$ cat src/rtl/pipe_stage_hs_reg.sv
// EX/MEM pipeline register with valid/ready handshake, 2-entry skid buffer and flush.
// Optional back-pressure counter enabled by defining PIPE_STAGE_STALL_CNT_EN.
module pipe_stage_hs_reg #(
    parameter int DATA_W = 64,
    parameter int RD_W   = 4,
    parameter int WEN_W  = 2,
    parameter int CNT_W  = 32
) (
    input  logic              clk,
    input  logic              rst,
    input  logic              flush,
    input  logic              in_valid,
    output logic              in_ready,
    input  logic [WEN_W-1:0]  wEnMem_in,
    input  logic [WEN_W-1:0]  wEnReg_in,
    input  logic [RD_W-1:0]   rd_in,
    input  logic              memoryMuxSel_in,
    input  logic              readModeMem_in,
    input  logic [DATA_W-1:0] aluRes_in,
    input  logic [DATA_W-1:0] regData2_in,
    output logic              out_valid,
    input  logic              out_ready,
    output logic [WEN_W-1:0]  wEnMem_out,
    output logic [WEN_W-1:0]  wEnReg_out,
    output logic [RD_W-1:0]   rd_out,
    output logic              memoryMuxSel_out,
    output logic              readModeMem_out,
    output logic [DATA_W-1:0] aluRes_out,
    output logic [DATA_W-1:0] regData2_out
`ifdef PIPE_STAGE_STALL_CNT_EN
    ,
    output logic [CNT_W-1:0]  stall_cnt
`endif
);

    typedef struct packed {
        logic [WEN_W-1:0]  wen_mem;
        logic [WEN_W-1:0]  wen_reg;
        logic [RD_W-1:0]   rd;
        logic              mem_mux_sel;
        logic              read_mode_mem;
        logic [DATA_W-1:0] alu_res;
        logic [DATA_W-1:0] reg_data2;
    } entry_t;

    entry_t in_e;
    entry_t main_q, main_d;
    entry_t skid_q, skid_d;
    logic   main_vld_q, main_vld_d;
    logic   skid_vld_q, skid_vld_d;
    logic   in_ready_q, in_ready_d;
    logic   accept, pop;

    assign in_e = '{wen_mem:       wEnMem_in,
                    wen_reg:       wEnReg_in,
                    rd:            rd_in,
                    mem_mux_sel:   memoryMuxSel_in,
                    read_mode_mem: readModeMem_in,
                    alu_res:       aluRes_in,
                    reg_data2:     regData2_in};

    assign accept = in_valid & in_ready_q;
    assign pop    = main_vld_q & out_ready;

    always_comb begin
        main_d     = main_q;
        skid_d     = skid_q;
        main_vld_d = main_vld_q;
        skid_vld_d = skid_vld_q;
        if (flush) begin
            // Payload is kept so rd/aluRes/regData2 keep showing the last entry.
            main_vld_d = 1'b0;
            skid_vld_d = 1'b0;
        end else begin
            case ({main_vld_q, skid_vld_q})
                2'b00: begin
                    if (accept) begin
                        main_d     = in_e;
                        main_vld_d = 1'b1;
                    end
                end
                2'b10: begin
                    if (accept && pop) begin
                        main_d = in_e;
                    end else if (pop) begin
                        main_vld_d = 1'b0;
                    end else if (accept) begin
                        skid_d     = in_e;
                        skid_vld_d = 1'b1;
                    end
                end
                2'b11: begin
                    if (pop) begin
                        main_d     = skid_q;
                        skid_vld_d = 1'b0;
                    end
                end
                default: begin
                    // {0,1} cannot be reached; fall back to EMPTY.
                    main_vld_d = 1'b0;
                    skid_vld_d = 1'b0;
                end
            endcase
        end
        in_ready_d = ~skid_vld_d;
    end

    // in_ready resets low and rises on the first edge after reset release.
    always_ff @(posedge clk or negedge rst) begin
        if (!rst) begin
            main_q     <= '0;
            skid_q     <= '0;
            main_vld_q <= 1'b0;
            skid_vld_q <= 1'b0;
            in_ready_q <= 1'b0;
        end else begin
            main_q     <= main_d;
            skid_q     <= skid_d;
            main_vld_q <= main_vld_d;
            skid_vld_q <= skid_vld_d;
            in_ready_q <= in_ready_d;
        end
    end

    assign in_ready         = in_ready_q;
    assign out_valid        = main_vld_q;
    assign wEnMem_out       = main_vld_q ? main_q.wen_mem : '0;
    assign wEnReg_out       = main_vld_q ? main_q.wen_reg : '0;
    assign memoryMuxSel_out = main_vld_q & main_q.mem_mux_sel;
    assign readModeMem_out  = main_vld_q & main_q.read_mode_mem;
    assign rd_out           = main_q.rd;
    assign aluRes_out       = main_q.alu_res;
    assign regData2_out     = main_q.reg_data2;

`ifdef PIPE_STAGE_STALL_CNT_EN
    logic [CNT_W-1:0] stall_cnt_q, stall_cnt_d;

    always_comb begin
        stall_cnt_d = stall_cnt_q;
        if (main_vld_q && !out_ready && !(&stall_cnt_q)) begin
            stall_cnt_d = stall_cnt_q + 1'b1;
        end
    end

    // Only reset clears the counter; flush leaves it alone.
    always_ff @(posedge clk or negedge rst) begin
        if (!rst) begin
            stall_cnt_q <= '0;
        end else begin
            stall_cnt_q <= stall_cnt_d;
        end
    end

    assign stall_cnt = stall_cnt_q;
`else
    localparam int cnt_w_unused = CNT_W;
`endif

endmodule
$ cat config.mk
export PLATFORM = sky130hd
export DESIGN_NAME = pipe_stage_hs_reg
export DESIGN_NICKNAME = d
export VERILOG_FILES = /design/src/rtl/pipe_stage_hs_reg.sv
export SDC_FILE = /design/constraint.sdc
export NUM_CORES = 1
export LEC_CHECK = 0
export CAP_MARGIN = 5
export CORE_ASPECT_RATIO = 1.75
export CORE_UTILIZATION = 52
export CTS_BUF_LIST = sky130_fd_sc_hd__clkbuf_8 sky130_fd_sc_hd__clkbuf_16
export CTS_CLUSTER_DIAMETER = 30
export CTS_CLUSTER_SIZE = 24
export DETAILED_ROUTE_END_ITERATION = 6
export PLACE_DENSITY_LB_ADDON = 0.1
export SLEW_MARGIN = 20
export SYNTH_ARGS = -nofsm -noshare
export SYNTH_HDL_FRONTEND = slang
export SYNTH_SLANG_ARGS = --single-unit
$ cat constraint.sdc
create_clock -name clk -period 2.6 [get_ports clk]
set_input_delay 0.52 -clock clk [delete_from_list [all_inputs] [get_ports clk]]
set_output_delay 0.52 -clock clk [all_outputs]
set_load 0.005 [all_outputs]
==> reports/results.ini <==
[drt]
drtIter0Drc=185
wl_per_cell_microns=19.76
drt_pass1_iterations=4
routed_wl_mm=27.96
vias=7382
drc=0
viasPerCell=5.217
antenna_left=0

[run]
drv_cap=0

[clocking]
cts_inserted_buffers=46
cts_max_level=2
root_buffer=clkbuf_16
clkSinkCount=279
cts_resized=0
cts_tree=built
cts.clk_slew.worst_paths_ns=0.06
cts_max_path_buffers=3
ctsHoldBuffers=1
cts_setup_buffers=0
clock_latency_ns=0.53

[floorplanning]
dieArea_sq_um=26520
initial_core_util_pct=53.04
die_height_microns=214.7
core_sq_um=25340
io_pins=283
die_w_microns=123.5
rows=77

[cells_and_area]
layout_common_cells=mux2_2 (312), clkdlybuf4s50_1 (281), dfrtp_1 (279)
fill_cells=1827
final_common_cell=mux2_2
nets=1204
seqCellArea_sq_um=6982
layout.cells.non_filler=1415
multiInputGateArea_sq_um=5166
drive_above_1_share_pct=46.95
syn_to_final_growth_pct=28.51

[timing]
max_freq_ghz=0.4087
slew_violations=0
slew_headroom_pct=67.47
worstMarginPinSlew_ns=0.4879
setup_viol=0
period_needed_ns=2.447
rsz0062_at_grt=false
finalCritPeriodShare_pct=94.11
fin_skew_ns=0.01296
hold_violations=0
fin_tns_setup_ns=0

[worst_setup_path]
ff2ff_path_depth=5
cpPeakStageDelay_ns=0.64
slowest_stage=dfrtp_1
startpoint=out_valid
crit_chain=and2_1 -> clkdlybuf4s50_1
r2r-end=aluRes_out[40]
cp_max_fo=13
critical_path_class=reg2out
endpoint=wEnMem_out[0]
setup.worst_path.end_class=output pin
worstSetupPathDepth=2
required_ns=2.08
regToRegSetupSlack_ns=0.50
crit_family=flip-flops
rr_startpoint=out_valid
startpoint_type=flop
worstPathArrival_ns=1.93
cp.buffers_inverters=1

[synthesis]
yosysSeqAreaShare_pct=51.95
synth-warning-count=0
synth_top_area_share_pct=51.95
netlist_instances=888
synth_area_leaders=dfrtp_1 (52%), mux2_2 (26%), mux2_4 (11%)
synth_area_leader_cell=dfrtp_1
ys_ff_latch=279
syn_nets=1031
ys_types=18
netlist_area_sq_um=13440
avgSynthCellArea_sq_um=15.14

[pwr]
max-vdd-ir-drop_uv=738.7
power_mw=14.71
leakage_nw=7.699
p_per_area_nw_per_um2=851.4

[global_routing]
grt_pass1_wl_mm=44.01
globalRouteOverflowTotal=0
antenna_found_initial=3
gr-usage-all-layers_pct=21.66
grt_max_degree=71
grt_pass1_vias=8133

[hold_path]
hold-path-cell-count=1
min_from=skid_q[132]
hp-class=reg2reg

[placed_design]
place_congestion=0.7219
placed_cells=1328
dpl.hpwl_mm=18.26
portBuffers=282

[outcome]
status=finished, final reports clean

## metal layers
metal,part of all wire [%],GRT usage (%)
met1,39,25.04
met5,0.029,0
met3,7.2,6.463
met4,3.1,8.434
met2,51,36.95
## final cells by class
| type | count | area share (%) |
|---|---|---|
| clock inverters | 36 | 1.963 |
| repair buffers | 303 | 18.46 |
| well taps | 316 | 2.289 |
| inverters | 2 | 0.04346 |
| diodes | 2 | 0.02898 |
| multi-input cells | 429 | 29.91 |
| clock buffers | 48 | 6.889 |
| flip-flops and latches | 279 | 40.42 |
## logic make-up (layout without fill, tap and decap cells)
family,after synthesis,count (layout),synth area share (%)
mux,414,414,37.48
flops,279,279,51.95
buf+inv,180,389,9.765
simple gates,11,11,0.5865
compound gates,4,4,0.2234
other cells,0,2,0
## synth_stat cells, drive strengths merged
| library cell | number |
|---|---|
| a2111oi | 1 |
| nor2b | 1 |
| clkbuf | 3 |
| and2 | 6 |
| inv | 2 |
| a21oi | 2 |
| mux2 | 414 |
| o21ai | 1 |
| buf | 175 |
| dfrtp | 279 |
| or4b | 2 |
| nand3b | 1 |
| nand2 | 1 |
## metrics by stage
stage               area [sq um]  hold slack [ns]  util [%]  worst slack [ns]
floorplan                  13440           0.2244         -            0.6864
global placement           15730           0.4722     62.08            0.1409
detailed placement         15730           0.4778     62.08            0.1077
CTS                        17270           0.4918     68.15           0.09132
global route               17270           0.5084     68.17           0.02483
finish                     17270           0.4887     68.17            0.1531
## worst min-delay path by stage
stage / slack, ns / end
after global placement: 0.47 / skid_q[117]
after global routing: 0.51 / aluRes_out[41]
after CTS: 0.49 / skid_q[60]
after detailed placement: 0.48 / skid_q[60]
final: 0.49 / skid_q[132]
after floorplan: 0.22 / aluRes_out[0]
## registers in the layout, indices dropped and copies added, names as in the netlist
name / cells
rd_out: 4
skid_vld_q: 1
skid_q: 138
in_ready: 1
aluRes_out: 64
out_valid: 1
main_q: 6
regData2_out: 64
## power breakdown
group	total (mW)	switching (mW)	internal, mW
logic	2.84	0.801	2.04
clock network	5.97	2.21	3.76
registers	5.89	0.530	5.36
total	14.7	3.54	11.2
No activity file was read; power rests on OpenSTA's default activity.
